$ cat src/rtl/link_sync_ctrl.sv
// Link acquisition and supervision for the 8b/10b receive path: comma hunt,
// lock qualification, leaky-bucket error supervision and gating of decoded data.
module link_sync_ctrl #(
    parameter int LOCK_COMMAS  = 4,
    parameter int ERR_LIMIT    = 4,
    parameter int GOOD_RUN     = 16,
    parameter int HUNT_TIMEOUT = 1023
) (
    input  logic        byteclk,
    input  logic        rst,
    input  logic        force_resync,
    input  logic        sym_valid,
    input  logic [8:0]  sym_data,
    input  logic        sym_is_comma,
    input  logic        sym_err,
    output logic        hunt_req,
    output logic        realign,
    output logic        link_up,
    output logic        out_valid,
    output logic [8:0]  out_data,
    output logic [15:0] err_cnt,
    output logic [7:0]  relock_cnt
);
    // state  | meaning
    // HUNT   | decoder free-runs searching for a comma
    // VERIFY | collecting consecutive clean commas
    // LOCKED | forwarding data, supervising error rate
    typedef enum logic [1:0] {HUNT, VERIFY, LOCKED} state_t;

    localparam logic [7:0]  LOCK_N = 8'(LOCK_COMMAS);
    localparam logic [7:0]  ERR_N  = 8'(ERR_LIMIT);
    localparam logic [7:0]  GOOD_N = 8'(GOOD_RUN);
    localparam logic [15:0] TMO    = 16'(HUNT_TIMEOUT);

    state_t      state, state_nx;
    logic [7:0]  comma_cnt, comma_nx;
    logic [7:0]  bad_cnt, bad_nx;
    logic [7:0]  good_run, good_nx;
    logic [15:0] timer, timer_nx;
    logic        force_q;
    logic        realign_nx, out_valid_nx;
    logic [8:0]  out_data_nx;
    logic [15:0] err_nx;
    logic [7:0]  relock_nx;
    logic        clean_comma, err_sym;

    assign clean_comma = sym_valid & sym_is_comma & ~sym_err;
    assign err_sym     = sym_valid & sym_err;
    assign hunt_req    = (state == HUNT);
    assign link_up     = (state == LOCKED);

    always_comb begin
        state_nx     = state;
        comma_nx     = comma_cnt;
        bad_nx       = bad_cnt;
        good_nx      = good_run;
        timer_nx     = timer;
        realign_nx   = 1'b0;
        out_valid_nx = 1'b0;
        out_data_nx  = out_data;
        err_nx       = err_cnt;
        relock_nx    = relock_cnt;

        if (force_resync) begin
            // only the first cycle of a held request realigns the decoder
            state_nx   = HUNT;
            timer_nx   = '0;
            realign_nx = ~force_q;
        end else begin
            case (state)
                HUNT: begin
                    if (clean_comma) begin
                        state_nx = VERIFY;
                        comma_nx = 8'd1;
                        timer_nx = '0;
                    end else if (timer == TMO) begin
                        realign_nx = 1'b1;
                        timer_nx   = '0;
                    end else begin
                        timer_nx = timer + 16'd1;
                    end
                end
                VERIFY: begin
                    if (err_sym) begin
                        state_nx   = HUNT;
                        realign_nx = 1'b1;
                        timer_nx   = '0;
                    end else if (clean_comma) begin
                        timer_nx = '0;
                        if (comma_cnt + 8'd1 == LOCK_N) begin
                            state_nx  = LOCKED;
                            bad_nx    = '0;
                            good_nx   = '0;
                            relock_nx = (relock_cnt != 8'hFF) ? relock_cnt + 8'd1 : relock_cnt;
                        end else if (comma_cnt != 8'hFF) begin
                            comma_nx = comma_cnt + 8'd1;
                        end
                    end else if (timer == TMO) begin
                        state_nx   = HUNT;
                        realign_nx = 1'b1;
                        timer_nx   = '0;
                    end else begin
                        timer_nx = timer + 16'd1;
                    end
                end
                LOCKED: begin
                    if (err_sym) begin
                        err_nx  = (err_cnt != 16'hFFFF) ? err_cnt + 16'd1 : err_cnt;
                        good_nx = '0;
                        bad_nx  = (bad_cnt != 8'hFF) ? bad_cnt + 8'd1 : bad_cnt;
                        if (bad_cnt + 8'd1 == ERR_N) begin
                            state_nx   = HUNT;
                            realign_nx = 1'b1;
                            timer_nx   = '0;
                        end
                    end else if (sym_valid) begin
                        if (!sym_is_comma) begin
                            out_valid_nx = 1'b1;
                            out_data_nx  = sym_data;
                        end
                        // leaky bucket: each full good run forgives one error
                        if (good_run + 8'd1 == GOOD_N) begin
                            good_nx = '0;
                            if (bad_cnt != 8'd0)
                                bad_nx = bad_cnt - 8'd1;
                        end else if (good_run != 8'hFF) begin
                            good_nx = good_run + 8'd1;
                        end
                    end
                end
                default: begin
                    state_nx = HUNT;
                    timer_nx = '0;
                end
            endcase
        end
    end

    always_ff @(posedge byteclk) begin
        if (rst) begin
            state      <= HUNT;
            comma_cnt  <= '0;
            bad_cnt    <= '0;
            good_run   <= '0;
            timer      <= '0;
            force_q    <= 1'b0;
            realign    <= 1'b0;
            out_valid  <= 1'b0;
            out_data   <= '0;
            err_cnt    <= '0;
            relock_cnt <= '0;
        end else begin
            state      <= state_nx;
            comma_cnt  <= comma_nx;
            bad_cnt    <= bad_nx;
            good_run   <= good_nx;
            timer      <= timer_nx;
            force_q    <= force_resync;
            realign    <= realign_nx;
            out_valid  <= out_valid_nx;
            out_data   <= out_data_nx;
            err_cnt    <= err_nx;
            relock_cnt <= relock_nx;
        end
    end
endmodule

$ cat config.mk
export PLATFORM = sky130hd
export DESIGN_NAME = link_sync_ctrl
export DESIGN_NICKNAME = d
export VERILOG_FILES = /design/src/rtl/link_sync_ctrl.sv
export SDC_FILE = /design/constraint.sdc
export NUM_CORES = 1
export LEC_CHECK = 0
export CAP_MARGIN = 20
export CORE_ASPECT_RATIO = 1.75
export CORE_MARGIN = 2
export CORE_UTILIZATION = 55
export CTS_BUF_LIST = sky130_fd_sc_hd__clkbuf_8
export DETAILED_ROUTE_END_ITERATION = 6
export PLACE_DENSITY = 0.81
export SETUP_SLACK_MARGIN = 0.5
export SLEW_MARGIN = 20
export SYNTH_ARGS = -nofsm -noshare
export SYNTH_HDL_FRONTEND = slang
export SYNTH_SLANG_ARGS = --single-unit
$ cat constraint.sdc
create_clock -name byteclk -period 3.4 [get_ports byteclk]
set_input_delay 0.51 -clock byteclk [delete_from_list [all_inputs] [get_ports byteclk]]
set_output_delay 0.51 -clock byteclk [all_outputs]
set_load 0.02 [all_outputs]
-- Word level (Yosys, flattened, before mapping)
Index checks and enable logic that the tools add are counted.
- latch bits: 0
- memories kept: 0
- bits in writable memories: 0
- word-level logic and storage cells: 110
- register bits: 78
- bits of input ports: 15
- output and inout bits: 37
- bits in read-only memories: 0
- equality and inequality tests: 26
- bitwise gates (word level): 10
- div/mod/pow operators: 0
- $add $sub $neg: 7
- shift-type cells: 0
- muxes and demuxes: 42
- magnitude comparators: 0
- reductions and logical operators: 14
- $mul: 0
- operators with widths (cell ; count):
    $mux 8 ; 17
    $mux 16 ; 5
    $pmux 16 s3 ; 1
    $pmux 8 s2 ; 3
    $add 16x1->16 const B ; 2
    $add 8x1->8 const B ; 4
    $ne 8x8->1 const B ; 4
    $eq 16x10->1 const B ; 1
    $eq 8x3->1 const B ; 2
    $ne 16x16->1 const B ; 1
    $mux 2 ; 7
    $reduce_and 7->1 ; 2
    $ne 2x2->1 const B ; 5
    $reduce_and 5->1 ; 2
    $reduce_and 9->1 ; 1
    $eq 8x5->1 const B ; 1
    $ne 4x4->1 const B ; 2
    $reduce_bool 8->1 ; 1
    $sub 8x1->8 const B ; 1
    $mux 1 ; 7
    $not 1->1 ; 7
    $ne 2x1->1 const B ; 3
    $ne 3x1->1 const B ; 2
    $ne 3x2->1 const B ; 2
    13 further kinds ; 16

-- Longest topological paths before layout
Gate-level depths: netlist (run 1).
- depth after elaboration: 6
- depth in mapped cells: 11
- mapped depth without buffers: 8

-- Worst setup path after synthesis (run 1)
Ideal clock, no wire load.
- path kind: register to register
- start: reg comma_cnt[0]
- end: reg relock_cnt[5]
- cell stages (with the launch flop): 9
- path buffers: 1
- clock period less this slack: 2.690 ns
- slack: 0.710 ns
- setup time: 0.059 ns
- data required time: 3.341 ns
- arrival time: 2.631 ns
- path through: dfxtp_1 ha_1 or4b_4 or4_1 buf_2 nor4_4 nand2_2 or4_1 nand2_1
- word-level cells in the longest chain between the ends: 3
- ends and longest elaborated chain (item ; RTL line ; source):
    start, declared ; 36 ; logic [7:0] comma_cnt, comma_nx;
    start signal, assigned ; 154 ; comma_cnt <= comma_nx;
    $add 8x1->8 ; 90 ; if (comma_cnt + 8'd1 == LOCK_N) begin
    $eq 8x3->1 ; 90 ;
    $reduce_and 6->1 (no source line) ; - ;
    end signal, assigned ; 163 ; relock_cnt <= relock_nx;
    end, declared ; 22 ; output logic [7:0] relock_cnt
No other way between the ends.
A chain may end at the register's enable or synchronous reset.

-- Final worst setup path (run 1)
- start: reg comma_cnt[0]
- end: reg relock_cnt[6]
The elaborated chain is that of the path after synthesis.

==> flow_summary.toml, run 1 <==
[sta]
fin_crit_ps = 2790
setup_violations = 0
finalCritPeriodShare_pct = 82.0
relSlewSlack_pct = 48.8
tightest_slew_ps = 761
fin_ws_ps = 611
slew_viol_final = 0
fmax_mhz = 359
grt_setup_unrepaired = "false"
finalHoldViolCount = 0
skew_ps = 11.6
hold_slack_ps = 473
tns_ps = 0

[critical_path]
endpoint_kind = "flop"
crit_chain = "ha_1, or4b_4, or4_4, nor4_4, buf_4, nand4_1, or3_1, nand2_1"
cp_slowest_cell = "or4b_4"
crit_type = "flop to flop"
r2r_setup_slack_ps = 610
required_ps = 3720
startpoint_type = "flop"
worst_ep_arrival_time_ps = 3110
max_stage_delay_ps = 510
crit_path_max_fanout = 7

[cells_and_area]
diodes = 0
syn_to_final_growth_pct = 20.2
seqCellArea_um2 = 1560
multi_input_area_um2 = 2510
drive_gt1_share_pct = 7.18
nFillCells = 636
num-nets-final = 608
utilization_pct = 67.5

[detailed_routing]
avgViaCountPerCell = 6.20
ant_nets = 0
drc_errors = 0
initialDrtViolationCount = 417
routed-via-count = 4174
wl_per_cell_um = 16.6
drtPass1Iterations = 5
wl_um = 11200

[floorplanning]
num_rows = 42
start_util_pct = 56.2
fp.dieH_um = 120
dieArea_um2 = 8420
io_pins = 52
fp.coreArea_um2 = 7510
fp.dieW_um = 70.2

[pwr]
p_sw_share_pct = 23.0
combPwrFrac_pct = 5.2
leakagePower_uw = 0.00178
irDropWorstVdd_mv = 0.251
internal_power_uw = 1350
powerDensity_nw_per_um2 = 344
clock_power_share_pct = 42.3
seqPwrFrac_pct = 52.5
totalPowerFinal_uw = 1750
p_switching_uw = 402

[yosys]
synth_area_leaders = "dfxtp_1 (37%), nor2_1 (6.5%), nand3_1 (4.4%)"
syn_area_um2 = 4220
syn_area_per_cell_um2 = 7.95
synth_edf_count = 0
synthArstFlopShare_pct = 0
yosys.area.top_type = "dfxtp_1"
synthFlopType = "dfxtp_1"
synth_cells = 531
synth-seq-area-share_pct = 37.0
synth_top_cell_area_share_pct = 37.0
syn_nets = 558
ys_types = 56
yosysWarnings = 0
ys_seq_elements = 78

[global_route]
antenna_found_initial = 0
grt_pass1_vias = 4096
grt_pass1_wl_um = 18800
grt_overflow = 0
grt_max_degree = 61
track_usage_pct = 27.4

[clock_tree]
clkSlewWorstSetupHoldPaths_ps = 90
htreeDepth = 3
tritoncts = "done"
clk_latency_ps = 370
cts_buffers = 9
cts_buffer_depth = 2
cts_root_buf = "clkbuf_8"
cts_sinks = 78

[placement]
dp_hpwl_um = 7920
gp_congestion = 0.920
place_ws_ps = 412
portBuffers = 51

[job]
max_cap_viol_count = 0

[run_status]
outcome = "finished clean"

[worst_hold_path]
min_path_type = "flop to flop"
-- state kept, by name, indices dropped and copies added (netlist names) --
| name | count |
|---|---|
| err_cnt | 16 |
| timer | 16 |
| out_data | 9 |
| bad_cnt | 8 |
| comma_cnt | 8 |
| good_run | 8 |
| relock_cnt | 8 |
| state | 2 |
| force_q | 1 |
| out_valid | 1 |
| realign | 1 |
-- synthesized netlist by cell type (4+ instances only) --
master,count
a211oi_1,5
o31ai_1,7
clkbuf_1,21
mux2i_1,13
nor4_1,10
and4_1,4
inv_1,21
or4_1,9
o211ai_1,4
nor3b_1,4
nand2b_1,4
nand4_1,14
nor3_1,20
ha_1,12
o21a_1,5
a21oi_1,17
nand3_1,37
o32ai_1,5
nor2_1,73
dfxtp_1,78
nand2_1,47
and3_1,9
o21ai_0,23
a31oi_1,8
or3_1,8
xnor2_1,21
xor2_1,10
-- layer usage --
layer | global-route usage, % | up-vias | part of all wire (%)
met5 | 0 | - | 0
met4 | 14.7 | 0 | 3.4
met3 | 6.47 | 27 | 4.9
met2 | 49.2 | 137 | 53
met1 | 29.0 | 1991 | 38
li1 | - | 2019 | -
-- worst paths after layout --
kind / from / to / depth (start not counted)
worst max-delay path: comma_cnt[0] / relock_cnt[6] / 8
worst min-delay path: force_q / realign / 1
worst max register to register: comma_cnt[0] / relock_cnt[6] / 8
worst min register to register: force_q / realign / 1
-- cells in the final DEF, fill, tap and decap left out, drive strengths merged, types with 8 or more instances in the layout --
cell type and n:
or4 9, nand2 48, mux2i 13, and3 9, inv 21, xnor2 21, clkbuf 12, dfxtp 78
a31oi 8, nor2 73, or3 8, o21ai 23, xor2 10, clkdlybuf4s50 50, a21oi 17, nor3 20
buf 13, nand3 37, nor4 11, nand4 14, ha 12
-- cell type report --
cell class / instances / share of cell area (%)
Sequential cell: 78 / 30.8
Multi-Input combinational cell: 407 / 49.4
Clock inverter: 3 / 0.838
Timing Repair Buffer: 63 / 12.0
Inverter: 22 / 1.63
Tap cell: 88 / 2.17
Clock buffer: 12 / 3.25
-- stage by stage --
stage	instances	area [µm²]
after floorplan	531	4220
after global placement	655	4820
after detailed placement	655	4820
after CTS	672	5050
after global routing	673	5080
final	673	5080
-- cell families after synthesis --
family	Yosys count	share of synthesized area, %
AND/OR/NAND/NOR	252	30.1
AO/OA/AOI/OAI	99	15.8
flip-flops	78	37.0
buffers and inverters	46	4.12
XOR/XNOR	31	6.43
multiplexers	13	3.08
adder cells (fa/ha/maj)	12	3.55
-- power by group through the flow --
| stage | combinational, µW | sequential (µW) | clock (µW) |
|---|---|---|---|
| CTS | 89.2 | 918 | 749 |
| detailed placement | 88.5 | 940 | 0 |
| finish | 90.3 | 919 | 740 |
| floorplan | 50.7 | 940 | 0 |
| global route | 98.8 | 919 | 789 |
| global placement | 87.1 | 940 | 0 |
-- critical path: cells and delay by family, from the launching register on --
| family | cells | cell delay (ps) |
|---|---|---|
| and+or+nand+nor | 6 | 1840 |
| DFF | 1 | 430 |
| adders and majority gates | 1 | 290 |
| buffers and inverters | 1 | 180 |
-- what timing repair did --
| item | in CTS | in global routing |
|---|---|---|
| buffers inserted | 2 | 1 |
| pin swaps | 1 | 1 |
| hold buffers | 0 | 0 |
| endpoints found under the hold margin | 0 | 0 |
| endpoints found under the setup margin | 1 | 9 |
| resized for setup | 0 | 4 |
Note: power is estimated with default switching activity, not from simulation.
==> run 2: changes to the inputs <==
--- a/config.mk
+++ b/config.mk
@@ -8,10 +8,10 @@
 export CAP_MARGIN = 20
 export CORE_ASPECT_RATIO = 1.75
 export CORE_MARGIN = 2
-export CORE_UTILIZATION = 55
+export CORE_UTILIZATION = 52
 export CTS_BUF_LIST = sky130_fd_sc_hd__clkbuf_8
 export DETAILED_ROUTE_END_ITERATION = 6
-export PLACE_DENSITY = 0.81
+export PLACE_DENSITY = 0.8
 export SETUP_SLACK_MARGIN = 0.5
 export SLEW_MARGIN = 20
 export SYNTH_ARGS = -nofsm -noshare
==> constraint.sdc (replaced) <==
create_clock -name byteclk -period 2.26 [get_ports byteclk]
set_input_delay 0.339 -clock byteclk [delete_from_list [all_inputs] [get_ports byteclk]]
set_output_delay 0.339 -clock byteclk [all_outputs]
set_load 0.02 [all_outputs]
==> run 2 against run 1 <==
Compared with the run above:
- the flow now finishes with violations (setup timing)
- clock power increased by 25%
- total power increased by 42%
- critical path depth decreased by 1
- first-iteration DRC count decreased by 57%
- clock skew decreased by 3.5 ps
- critical path type unchanged
==> flow_summary.toml, run 2 (synthesized netlist as in run 1, its figures left out) <==
[floorplanning]
fp.dieH_um = 123
fp.dieW_um = 72.1
start_util_pct = 53.4
io_pins = 52
fp.coreArea_um2 = 7910
dieArea_um2 = 8890
num_rows = 43

[clock_tree]
htreeDepth = 3
cts_buffer_depth = 2
cts_sinks = 78
cts_root_buf = "clkbuf_8"
tritoncts = "done"
clk_latency_ps = 360
cts_buffers = 9
clkSlewWorstSetupHoldPaths_ps = 80
postCtsHoldBufs = 0

[critical_path]
cp_slowest_cell = "or4b_4"
path_delay_family = "simple AND/OR/NAND/NOR gates"
startpoint_type = "flop"
crit_type = "flop to flop"
critPathBufInv = 0
crit_chain = "ha_4, or4b_4, o21ai_1, o2111ai_2, or4_4, or4_1, a21oi_1"
max_stage_delay_ps = 480
crit_path_max_fanout = 5
required_ps = 2560
endpoint_kind = "flop"
worst_ep_arrival_time_ps = 2730

[cells_and_area]
drive_gt1_share_pct = 30.6
final_common_cell = "buf_4"
layout_common_cells = "buf_4 (78), nor2_1 (67), dfxtp_1 (60), nand2_1 (45), nand3_1 (33)"
top_regs = "err_cnt (16), timer (16), out_data (9)"
num-nets-final = 686
design_area_um2 = 6110
fin_cells = 753
utilization_pct = 77.3
syn_to_final_growth_pct = 44.7
diodes = 0

[placement]
post-place-cells = 722
gp_congestion = 0.976
postPlaceCellArea_um2 = 5480
portBuffers = 51
dp_hpwl_um = 8840
place_ws_ps = -228

[sta]
fmax_mhz = 412
finalCritPeriodShare_pct = 107
tns_ps = -1230
grt_setup_unrepaired = "true"
tightest_slew_ps = 512
setup_violations = 12
slew_viol_final = 0
fin_crit_ps = 2430
relSlewSlack_pct = 65.5
skew_ps = 8.10
fin_ws_ps = -165
finalHoldViolCount = 0

[detailed_routing]
wl_um = 13000
avgViaCountPerCell = 6.07
routed-via-count = 4569
ant_nets = 0
drtPass1Iterations = 5
initialDrtViolationCount = 179
wl_per_cell_um = 17.3
drc_errors = 0

[pwr]
leakagePower_uw = 0.00238
powerDensity_nw_per_um2 = 406
irDropWorstVdd_mv = 0.448

[global_route]
antenna_found_initial = 0
track_usage_pct = 28.8
grt_pass1_wl_um = 20200
grt_pass1_vias = 4485
grt_overflow = 0
grt_max_degree = 33

[run_status]
failed_checks = "setup timing"
outcome = "complete, but fails checks"

[job]
max_cap_viol_count = 0

[worst_hold_path]
min_path_type = "input port to flop"
-- run 2: routing by layer --
| metal | global-route usage, % | vias up | wire length [µm] |
|---|---|---|---|
| met5 | 0 | - | 0 |
| met4 | 17.0 | 0 | 583 |
| met3 | 4.56 | 47 | 503 |
| met2 | 54.4 | 142 | 7100 |
| met1 | 28.7 | 2204 | 4820 |
| li1 | - | 2176 | - |
-- run 2: final timing paths --
| check | from | endpoint | slack [ps] | cells after the start |
|---|---|---|---|---|
| setup / recovery | comma_cnt[0] | bad_cnt[3] | -170 | 7 |
| hold / removal | rst | force_q | 340 | 2 |
| setup reg to reg | comma_cnt[0] | bad_cnt[3] | -170 | 7 |
| hold reg to reg | relock_cnt[6] | relock_cnt[6] | 490 | 2 |
-- run 2: metrics by stage --
step                      total power, µW  hold WS, ps
final                                2480          339
after global routing                 2560          354
after CTS                            2490          321
after detailed placement             1580          483
after global placement               1570          475
after floorplan                      1500          432
-- run 2: final cells by class --
class	count	area (µm²)
well taps	90	113
fillers	526	1800
multi-input cells	409	2960
clock inverters	6	38.8
repair buffers	139	1200
flip-flops and latches	78	1590
inverters	22	85.1
clock buffers	9	124
-- run 2: timing repair --
action / 4_1_cts / 5_1_grt
pin swaps: 10 / 22
endpoints found under the setup margin: 75 / 75
buffers inserted: 5 / 8
endpoints found under the hold margin: 0 / 0
gates cloned: 2 / 1
resized for setup: 66 / 45
-- run 2: power by group --
| group | internal (µW) | switching [µW] | leakage, µW |
|---|---|---|---|
| sequential | 1370 | 4.94 | 0.000639 |
| combinational | 80.9 | 96.5 | 0.00166 |
| clock | 390 | 532 | 0.0000813 |
| total | 1850 | 634 | 0.00238 |
==> run 3: changes to the inputs <==
--- a/config.mk
+++ b/config.mk
@@ -5,7 +5,7 @@
 export SDC_FILE = /design/constraint.sdc
 export NUM_CORES = 1
 export LEC_CHECK = 0
-export CAP_MARGIN = 20
+export CAP_MARGIN = 15
 export CORE_ASPECT_RATIO = 1.75
 export CORE_MARGIN = 2
 export CORE_UTILIZATION = 52
==> results of run 3 <==
No change in the layout: final DEF, timing and power equal those of run 2.
